<file path="src/rtl/ua_pkg.sv">
// Shared types and constants for the UA serial receive path.
// State encoding and data width live here so they match the UA transmitter.
package ua_pkg;

    typedef enum logic [2:0] {
        ST_IDLE   = 3'd0,
        ST_START  = 3'd1,
        ST_DATA   = 3'd2,
        ST_PARITY = 3'd3,
        ST_STOP   = 3'd4
    } ua_state_e;

    localparam int   UA_DATA_BITS  = 8;
    localparam logic UA_IDLE_LEVEL = 1'b1;

    // Even parity: XOR of all data bits and the parity bit must be zero.
    function automatic logic ua_even_parity_ok(input logic [UA_DATA_BITS-1:0] data,
                                               input logic par);
        return ~((^data) ^ par);
    endfunction

endpackage

</file>
<file path="src/rtl/ua_rx_sync.sv">
// Two-flop synchronizer for the RX pin plus the tick-gated previous sample,
// giving the synchronized level and a start-edge (1 -> 0) detect.
module ua_rx_sync
    import ua_pkg::*;
(
    input  logic clk,
    input  logic rst_ff1,
    input  logic enable_i,
    input  logic ser_in_i,
    output logic rxs_o,
    output logic fall_o
);

    logic meta_q;
    logic rxs_q;
    logic rxs_prev_q;

    // Synchronizer chain; meta_q is only ever read by rxs_q.
    always_ff @(posedge clk or posedge rst_ff1) begin
        if (rst_ff1) begin
            meta_q <= UA_IDLE_LEVEL;
            rxs_q  <= UA_IDLE_LEVEL;
        end else begin
            meta_q <= ser_in_i;
            rxs_q  <= meta_q;
        end
    end

    // Previous synchronized sample, captured only on oversample ticks.
    always_ff @(posedge clk or posedge rst_ff1) begin
        if (rst_ff1) begin
            rxs_prev_q <= UA_IDLE_LEVEL;
        end else if (enable_i) begin
            rxs_prev_q <= rxs_q;
        end else begin
            rxs_prev_q <= rxs_prev_q;
        end
    end

    assign rxs_o  = rxs_q;
    assign fall_o = rxs_prev_q & ~rxs_q;

endmodule

</file>
<file path="src/rtl/ua_receiver.sv">
// UART receiver: 1 start, 8 data LSB first, 1 stop, oversampled by enable ticks.
// Optional even-parity bit and parity_err output when UA_RX_PARITY_EN is defined.
module ua_receiver
    import ua_pkg::*;
#(
    parameter int OVERSAMPLE = 16,
    parameter int CNT_W      = 5
) (
    input  logic                    clk,
    input  logic                    rst_ff1,
    input  logic                    enable,
    input  logic                    ser_in,
    input  logic                    rx_ack,
    output logic [UA_DATA_BITS-1:0] dout_byte,
    output logic                    rx_valid,
    output logic                    dout_rdy,
    output logic                    frame_err,
    output logic                    overrun_err,
`ifdef UA_RX_PARITY_EN
    output logic                    parity_err,
`endif
    output logic                    rx_busy
);

    localparam logic [CNT_W-1:0] CNT_ZERO = {CNT_W{1'b0}};
    localparam logic [CNT_W-1:0] CNT_ONE  = {{(CNT_W-1){1'b0}}, 1'b1};
    localparam logic [CNT_W-1:0] CNT_HALF = CNT_W'(OVERSAMPLE / 2 - 1);
    localparam logic [CNT_W-1:0] CNT_FULL = CNT_W'(OVERSAMPLE - 1);
    localparam logic [2:0]       LAST_BIT = 3'(UA_DATA_BITS - 1);

    ua_state_e               state_q, state_d;
    logic [CNT_W-1:0]        cnt_q, cnt_d;
    logic [2:0]              bit_idx_q, bit_idx_d;
    logic [UA_DATA_BITS-1:0] shreg_q, shreg_d;
    logic [UA_DATA_BITS-1:0] dout_q, dout_d;
    logic                    valid_q, valid_d;
    logic                    rdy_q, rdy_d;
    logic                    ferr_q, ferr_d;
    logic                    oerr_q, oerr_d;
    logic                    busy_q, busy_d;
    logic                    rxs_s, fall_s, good_s, bad_stop_s;
`ifdef UA_RX_PARITY_EN
    logic                    perr_q, perr_d;
    logic                    par_bad_q, par_bad_d;
    logic                    par_fail_s;
`endif

    ua_rx_sync u_sync (
        .clk      (clk),
        .rst_ff1  (rst_ff1),
        .enable_i (enable),
        .ser_in_i (ser_in),
        .rxs_o    (rxs_s),
        .fall_o   (fall_s)
    );

    // Next-state logic; nothing moves unless an oversample tick is present.
    always_comb begin
        state_d    = state_q;
        cnt_d      = cnt_q;
        bit_idx_d  = bit_idx_q;
        shreg_d    = shreg_q;
        good_s     = 1'b0;
        bad_stop_s = 1'b0;
`ifdef UA_RX_PARITY_EN
        par_bad_d  = par_bad_q;
        par_fail_s = 1'b0;
`endif
        if (enable) begin
            case (state_q)
                ST_IDLE: begin
                    cnt_d = CNT_ZERO;
                    if (fall_s) begin
                        state_d = ST_START;
                    end else begin
                        state_d = ST_IDLE;
                    end
                end
                ST_START: begin
                    if (cnt_q == CNT_HALF) begin
                        cnt_d = CNT_ZERO;
                        if (rxs_s) begin
                            state_d = ST_IDLE;
                        end else begin
                            state_d   = ST_DATA;
                            bit_idx_d = 3'd0;
`ifdef UA_RX_PARITY_EN
                            par_bad_d = 1'b0;
`endif
                        end
                    end else begin
                        cnt_d = cnt_q + CNT_ONE;
                    end
                end
                ST_DATA: begin
                    if (cnt_q == CNT_FULL) begin
                        cnt_d   = CNT_ZERO;
                        shreg_d = {rxs_s, shreg_q[UA_DATA_BITS-1:1]};
                        if (bit_idx_q == LAST_BIT) begin
                            bit_idx_d = 3'd0;
`ifdef UA_RX_PARITY_EN
                            state_d   = ST_PARITY;
`else
                            state_d   = ST_STOP;
`endif
                        end else begin
                            bit_idx_d = bit_idx_q + 3'd1;
                        end
                    end else begin
                        cnt_d = cnt_q + CNT_ONE;
                    end
                end
`ifdef UA_RX_PARITY_EN
                ST_PARITY: begin
                    if (cnt_q == CNT_FULL) begin
                        cnt_d   = CNT_ZERO;
                        state_d = ST_STOP;
                        if (!ua_even_parity_ok(shreg_q, rxs_s)) begin
                            par_fail_s = 1'b1;
                            par_bad_d  = 1'b1;
                        end else begin
                            par_bad_d  = 1'b0;
                        end
                    end else begin
                        cnt_d = cnt_q + CNT_ONE;
                    end
                end
`endif
                ST_STOP: begin
                    if (cnt_q == CNT_FULL) begin
                        cnt_d   = CNT_ZERO;
                        state_d = ST_IDLE;
                        if (rxs_s) begin
`ifdef UA_RX_PARITY_EN
                            good_s = ~par_bad_q;
`else
                            good_s = 1'b1;
`endif
                        end else begin
                            bad_stop_s = 1'b1;
                        end
                    end else begin
                        cnt_d = cnt_q + CNT_ONE;
                    end
                end
                default: begin
                    state_d = ST_IDLE;
                    cnt_d   = CNT_ZERO;
                end
            endcase
        end else begin
            state_d = state_q;
        end
    end

    // Output/handshake next values; a completing event wins over rx_ack.
    always_comb begin
        rdy_d   = good_s;
        dout_d  = good_s ? shreg_q : dout_q;
        valid_d = good_s ? 1'b1 : (rx_ack ? 1'b0 : valid_q);
        oerr_d  = (good_s && valid_q && !rx_ack) ? 1'b1 : (rx_ack ? 1'b0 : oerr_q);
        ferr_d  = bad_stop_s ? 1'b1 : (rx_ack ? 1'b0 : ferr_q);
        busy_d  = (state_d != ST_IDLE);
`ifdef UA_RX_PARITY_EN
        perr_d  = par_fail_s ? 1'b1 : (rx_ack ? 1'b0 : perr_q);
`endif
    end

    // State and output registers.
    always_ff @(posedge clk or posedge rst_ff1) begin
        if (rst_ff1) begin
            state_q   <= ST_IDLE;
            cnt_q     <= CNT_ZERO;
            bit_idx_q <= 3'd0;
            shreg_q   <= {UA_DATA_BITS{1'b0}};
            dout_q    <= {UA_DATA_BITS{1'b0}};
            valid_q   <= 1'b0;
            rdy_q     <= 1'b0;
            ferr_q    <= 1'b0;
            oerr_q    <= 1'b0;
            busy_q    <= 1'b0;
`ifdef UA_RX_PARITY_EN
            perr_q    <= 1'b0;
            par_bad_q <= 1'b0;
`endif
        end else begin
            state_q   <= state_d;
            cnt_q     <= cnt_d;
            bit_idx_q <= bit_idx_d;
            shreg_q   <= shreg_d;
            dout_q    <= dout_d;
            valid_q   <= valid_d;
            rdy_q     <= rdy_d;
            ferr_q    <= ferr_d;
            oerr_q    <= oerr_d;
            busy_q    <= busy_d;
`ifdef UA_RX_PARITY_EN
            perr_q    <= perr_d;
            par_bad_q <= par_bad_d;
`endif
        end
    end

    assign dout_byte   = dout_q;
    assign rx_valid    = valid_q;
    assign dout_rdy    = rdy_q;
    assign frame_err   = ferr_q;
    assign overrun_err = oerr_q;
    assign rx_busy     = busy_q;
`ifdef UA_RX_PARITY_EN
    assign parity_err  = perr_q;
`endif

endmodule
</file>
<file path="config.mk">
export PLATFORM = sky130hd
export DESIGN_NAME = ua_receiver
export DESIGN_NICKNAME = d
export VERILOG_FILES = /design/src/rtl/ua_pkg.sv /design/src/rtl/ua_rx_sync.sv /design/src/rtl/ua_receiver.sv
export SDC_FILE = /design/constraint.sdc
export NUM_CORES = 1
export LEC_CHECK = 0
export CAP_MARGIN = 20
export CORE_AREA = 2 2 61 63
export DETAILED_ROUTE_END_ITERATION = 8
export DIE_AREA = 0 0 63 65
export GPL_ROUTABILITY_DRIVEN = 0
export MAX_ROUTING_LAYER = met4
export PLACE_DENSITY = 0.72
export SLEW_MARGIN = 20
export SYNTH_ARGS = -nofsm -noshare
export SYNTH_HDL_FRONTEND = slang
export SYNTH_SLANG_ARGS = --single-unit
</file>
<file path="constraint.sdc">
create_clock -name clk -period 1.9 [get_ports clk]
set_input_delay 0.475 -clock clk [delete_from_list [all_inputs] [get_ports clk]]
set_output_delay 0.475 -clock clk [all_outputs]
set_load 0.05 [all_outputs]
</file>
* Word-level counts from Yosys, hierarchy flattened
Cells that the tools add are included.
Widths: inputs -> output; s select.
** Word-level totals
- Flip-flop bits (word level) :: 35
- Bits of input ports :: 5
- Output and inout bits :: 13
- Word-level logic and storage cells :: 66
** Cells by class
- Add/sub/neg operators :: 2
- Equality and inequality tests :: 9
- Multiplexer cells :: 28
- Bitwise operators :: 2
- Reduce and logical (&&, ||, !) cells :: 12
** Operators with widths (count)
- $mux 3 :: 9
- $mux 1 :: 13
- $pmux 3 s4 :: 1
- $mux 5 :: 2
- $pmux 5 s2 :: 1
- $reduce_bool 2->1 :: 4
- $eq 3x3->1 const B :: 2
- $ne 2x2->1 const B :: 3
- $pmux 3 s2 :: 1
- $add 5x1->5 const B :: 1
- $eq 5x3->1 const B :: 1
- $eq 5x4->1 const B :: 1
- $reduce_and 5->1 :: 1
- $add 3x1->3 const B :: 1
- $eq 3x1->1 const B :: 1
- $eq 3x2->1 const B :: 1
- $logic_not 3->1 :: 1
- $reduce_and 3->1 :: 1
- $reduce_bool 3->1 :: 1
- $logic_and 1x1->1 :: 2
- $mux 2 :: 1
- $reduce_or 2->1 :: 1
- $and 1x1->1 :: 1
- $logic_not 1->1 :: 1
- $not 1->1 :: 1

* Longest topological paths before layout
- Word-level depth :: 7
- Mapped depth :: 7
- Depth with buffers taken out :: 7

* Modules after synthesis
From an unflattened synthesis, not the netlist that was laid out.
** Unflattened totals
- Cell total of the unflattened synthesis :: 150
- Area total of the unflattened synthesis :: 1645.3 um^2
** By module, submodules not included
- ua_receiver :: times used 1, cells each 144, area an instance 1541.5 um^2, seq. area each 800.8 um^2
- ua_rx_sync :: times used 1, cells each 6, area an instance 103.8 um^2, seq. area each 78.8 um^2

* Worst setup path before layout
OpenSTA, ideal clock, no wires.
- Path type :: register to register
- Start point :: reg cnt_q[0]
- End point :: reg busy_q (netlist: rx_busy)
- Arrival time :: 1.881 ns
- Data required time :: 1.769 ns
- Slack :: -0.112 ns
- Stages on the path, launching flop included :: 8
- Clock period less this slack :: 2.012 ns
- Path through :: dfrtp_1 -> ha_1 -> and3_1 -> ha_1 -> and3_4 -> buf_6 -> a221o_1 -> or3_1
** On the way
- Word-level cells in the longest chain between the ends :: 5
- Elaborated cells on any way between the ends :: 8
- Those cells by class :: eq/ne (2); mux (5); reduce/logical (1)
** Ends and longest elaborated chain
- start: declaration :: RTL line ua_receiver.sv:32 : logic [CNT_W-1:0] cnt_q, cnt_d;
- start signal: assignment :: RTL line ua_receiver.sv:188 : cnt_q <= cnt_d;
- $eq 5x4->1 / $eq 5x3->1 (equally long branches) :: RTL line ua_receiver.sv:96, ua_receiver.sv:130, ua_receiver.sv:80
- $mux 3 (on tied branches) :: RTL line ua_receiver.sv:130, ua_receiver.sv:80, ua_receiver.sv:96
- $pmux 3 s4 * :: RTL line ua_receiver.sv:70 : case (state_q)
- $mux 3 * :: RTL line ua_receiver.sv:69 : if (enable) begin
- via state_d[2] :: RTL line ua_receiver.sv:31 : ua_state_e state_q, state_d;
- $reduce_bool 3->1 * :: RTL line ua_receiver.sv:163 : busy_d = (state_d != ST_IDLE);
- via busy_d :: RTL line ua_receiver.sv:40 : logic busy_q, busy_d;
- end signal: assignment :: RTL line ua_receiver.sv:196 : busy_q <= busy_d;
- end: declaration :: RTL line ua_receiver.sv:40
Mark *: on every way through the listed nets, which the timed path passes. The rest lies on a longest branch.
A chain may end at the register's enable or synchronous reset.

* Final worst setup path
- Start point :: reg cnt_q[1]
- End point :: reg busy_q (netlist: rx_busy)
The elaborated chain is that of the path after synthesis.

==> impl_metrics.env <==
export IMPL_clk_latency_ns=0.34
export IMPL_synth_xor_area_share_pct=1.09
export IMPL_synth_top_cell_area_share_pct=49.8
export IMPL_syn_inst=126
export IMPL_setup_viol=0
export IMPL_grt_ovfl_total=0
export IMPL_period_minus_slack_ns=1.85
export IMPL_remaining_drc_errors=0
export IMPL_die_y_um=65
export IMPL_synth_adder_area_share_pct=4.67
export IMPL_synth_simple_area_share_pct=11.8
export IMPL_numCtsBuffers=5
export IMPL_synth_nets=137
export IMPL_finalClockSkew_ns=0.0112
export IMPL_synth_top_area_cell="dfrtp_1"
export IMPL_drv_cap=0
export IMPL_ys_ff_latch=35
export IMPL_antenna_found_initial=0
export IMPL_nNetsFinal=170
export IMPL_initial_core_util_pct=46.0
export IMPL_yosys_cell_count_top_type="dfrtp_1"
export IMPL_vias_per_cell=5.15
export IMPL_synth_ff_type="dfrtp_1"
export IMPL_dr_total_vias=1072
export IMPL_async_flop_share_pct=100
export IMPL_grt_pass1_vias=1098
export IMPL_ys_top_cells_by_area="dfrtp_1 (50%), mux2_2 (13%), dfstp_2 (4.9%)"
export IMPL_critPathArrivalTime_ns=2.08
export IMPL_tightest_slew_ns=0.418
export IMPL_vdd_drop_max_v=0.000461
export IMPL_avgRoutedWirePerCell_um=13.3
export IMPL_yosysWarnings=0
export IMPL_multi_input_area_um2=703
export IMPL_grt_pass1_wl_um=5060
export IMPL_hpwl_um=1980
export IMPL_num_fill_cells=303
export IMPL_h_tree_depth=2
export IMPL_cts_clk_slew_worst_paths_ns=0.10
export IMPL_die_x_um=63
export IMPL_dieArea_um2=4100
export IMPL_netlist_top_cells_count="dfrtp_1 (32), mux2_2 (19), inv_1 (11)"
export IMPL_io_pins=18
export IMPL_slew_headroom_pct=72.2
export IMPL_ant_nets=0
export IMPL_instances_no_fill=208
export IMPL_cp_start_kind="register"
export IMPL_crit_path_end_kind="register"
export IMPL_seqCellArea_um2=880
export IMPL_syn_avg_cell_area_um2=12.8
export IMPL_hold_path_class="reg2reg"
export IMPL_antennaDiodeCount=0
export IMPL_drt_iter0_drc=40
export IMPL_grt_max_degree=36
export IMPL_cts_buffer_depth=2
export IMPL_post_route_period_util_pct=97.4
export IMPL_p_per_area_nw_per_um2=913
export IMPL_drive_gt1_share_pct=41.3
export IMPL_hold_depth=0
export IMPL_cts_root_buf="clkbuf_4"
export IMPL_cts_tree="built"
export IMPL_synth_top_family_by_area="multiplexers"
export IMPL_crit_type="reg2reg"
export IMPL_ys_seq_area_share_pct=54.7
export IMPL_drt_wl_total_um=2770
export IMPL_post_route_util_pct=56.9
export IMPL_core_um2=3500
export IMPL_hold_viol=0
export IMPL_synth_distinct_cells=34
export IMPL_synth_edff_count=0
export IMPL_setup_ws_ns=0.0501
export IMPL_drv_slew=0
export IMPL_critPathMaxFanout=3
export IMPL_drtPass1Iterations=4
export IMPL_muxShareOfSynthArea_pct=15.2
export IMPL_p_leak_nw=0.963
export IMPL_reg2reg_depth=6
export IMPL_rsz0062_at_grt="true"
export IMPL_rows=22
export IMPL_area_growth_pct=23.7
export IMPL_gr_usage_all_layers_pct=16.6
export IMPL_synth_compound_area_share_pct=7.70
export IMPL_port_buffer_count=17
export IMPL_place_inst=198
export IMPL_cp_required_ns=2.13
export IMPL_netlist_area_um2=1610
export IMPL_max_freq_mhz=541
export IMPL_clock_sinks=35
export IMPL_place_ws_ns=-0.0755
export IMPL_status="finished clean"
cell families (layout without fill, tap and decap cells):
| group | Yosys count | in the layout |
|---|---|---|
| compound gates | 17 | 17 |
| buf+inv | 16 | 49 |
| fa+ha+maj | 6 | 6 |
| flops | 35 | 35 |
| mux | 22 | 22 |
| simple gates | 28 | 29 |
| xor+xnor | 2 | 2 |
sequential cells by signal (all words and copies together) (netlist names), 3 cells and up:
signal	flops
cnt_q	5
state_q	3
shreg_q	8
bit_idx_q	3
dout_byte	8
metrics by stage:
step | area (µm²) | TNS (ns) | hold slack [ns] | power, W
2_1_floorplan | 1630 | 0 | 0.345 | 0.00122
3_5_place_dp | 1880 | -0.610 | 0.348 | 0.00136
4_1_cts | 1960 | 0 | 0.362 | 0.00182
6_report | 1990 | 0 | 0.360 | 0.00182
3_3_place_gp | 1880 | -0.350 | 0.348 | 0.00133
5_1_grt | 1990 | -0.158 | 0.366 | 0.00195
worst max-delay path, cell delays in order, from the launching register on:
cell,delay [ns]
dfrtp_1,0.40
ha_2,0.19
and3_4,0.18
ha_4,0.17
and3_4,0.17
a221o_1,0.31
or3_1,0.31
where the power goes:
| part | internal, W | leakage, nW | total [W] | switching [W] |
|---|---|---|---|---|
| logic | 0.000219 | 0.467 | 0.000440 | 0.000221 |
| clock network | 0.000218 | 0.0386 | 0.000453 | 0.000235 |
| registers | 0.000840 | 0.457 | 0.000922 | 0.0000821 |
| total | 0.00128 | 0.963 | 0.00182 | 0.000538 |
area by class of cell:
class | instances | share of cell area (%)
Clock buffer | 8 | 3.46
Inverter | 11 | 2.08
Multi-Input combinational cell | 76 | 35.4
Sequential cell | 35 | 44.2
Tap cell | 48 | 3.02
Timing Repair Buffer | 30 | 11.8
metal layers:
layer / GRT usage (%) / share of wire [%] / vias up
li1: - / - / 516
met2: 26.2 / 49 / 22
met3: 4.69 / 3.7 / 4
met5: - / 0 / -
met1: 20.2 / 46 / 530
met4: 6.67 / 1.5 / 0
repair_timing:
action                     in CTS  in global routing
hold endpoints to repair        0                  0
hold buffers                    0                  0
setup buffers                   0                  1
setup endpoints to repair       8                 13
gates resized for setup         2                  2
gates cloned                    0                  1
pin swaps                       0                  2
cell usage in the layout, fill, tap and decap left out, types with 3 or more instances in the layout:
| master | netlist | layout |
|---|---|---|
| nand2_1 | 7 | 7 |
| mux2i_1 | 3 | 3 |
| clkdlybuf4s50_1 | 0 | 4 |
| a21oi_1 | 3 | 3 |
| o21ai_0 | 3 | 3 |
| dfrtp_1 | 32 | 32 |
| dfstp_2 | 3 | 3 |
| ha_1 | 6 | 3 |
| inv_1 | 11 | 11 |
| mux2_2 | 19 | 19 |
| clkbuf_4 | 0 | 5 |
| buf_4 | 0 | 26 |
| nor3b_1 | 4 | 4 |
| nor2_1 | 4 | 4 |
path summary, 6_finish.rpt:
kind / from / endpoint / slack (ns)
max: cnt_q[1]$_DFFE_PP0P_ / rx_busy$_DFF_PP0_ / 0.05
min: u_sync.meta_q$_DFF_PP1_ / u_sync.rxs_o$_DFF_PP1_ / 0.36
max reg2reg: cnt_q[1]$_DFFE_PP0P_ / rx_busy$_DFF_PP0_ / 0.05
min reg2reg: u_sync.meta_q$_DFF_PP1_ / u_sync.rxs_o$_DFF_PP1_ / 0.36
max in group asynchronous: rst_ff1 / u_sync.meta_q$_DFF_PP1_ / 1.05
min in group asynchronous: rst_ff1 / shreg_q[7]$_DFFE_PP0P_ / 0.52
Power figures use the tool's default switching activity.
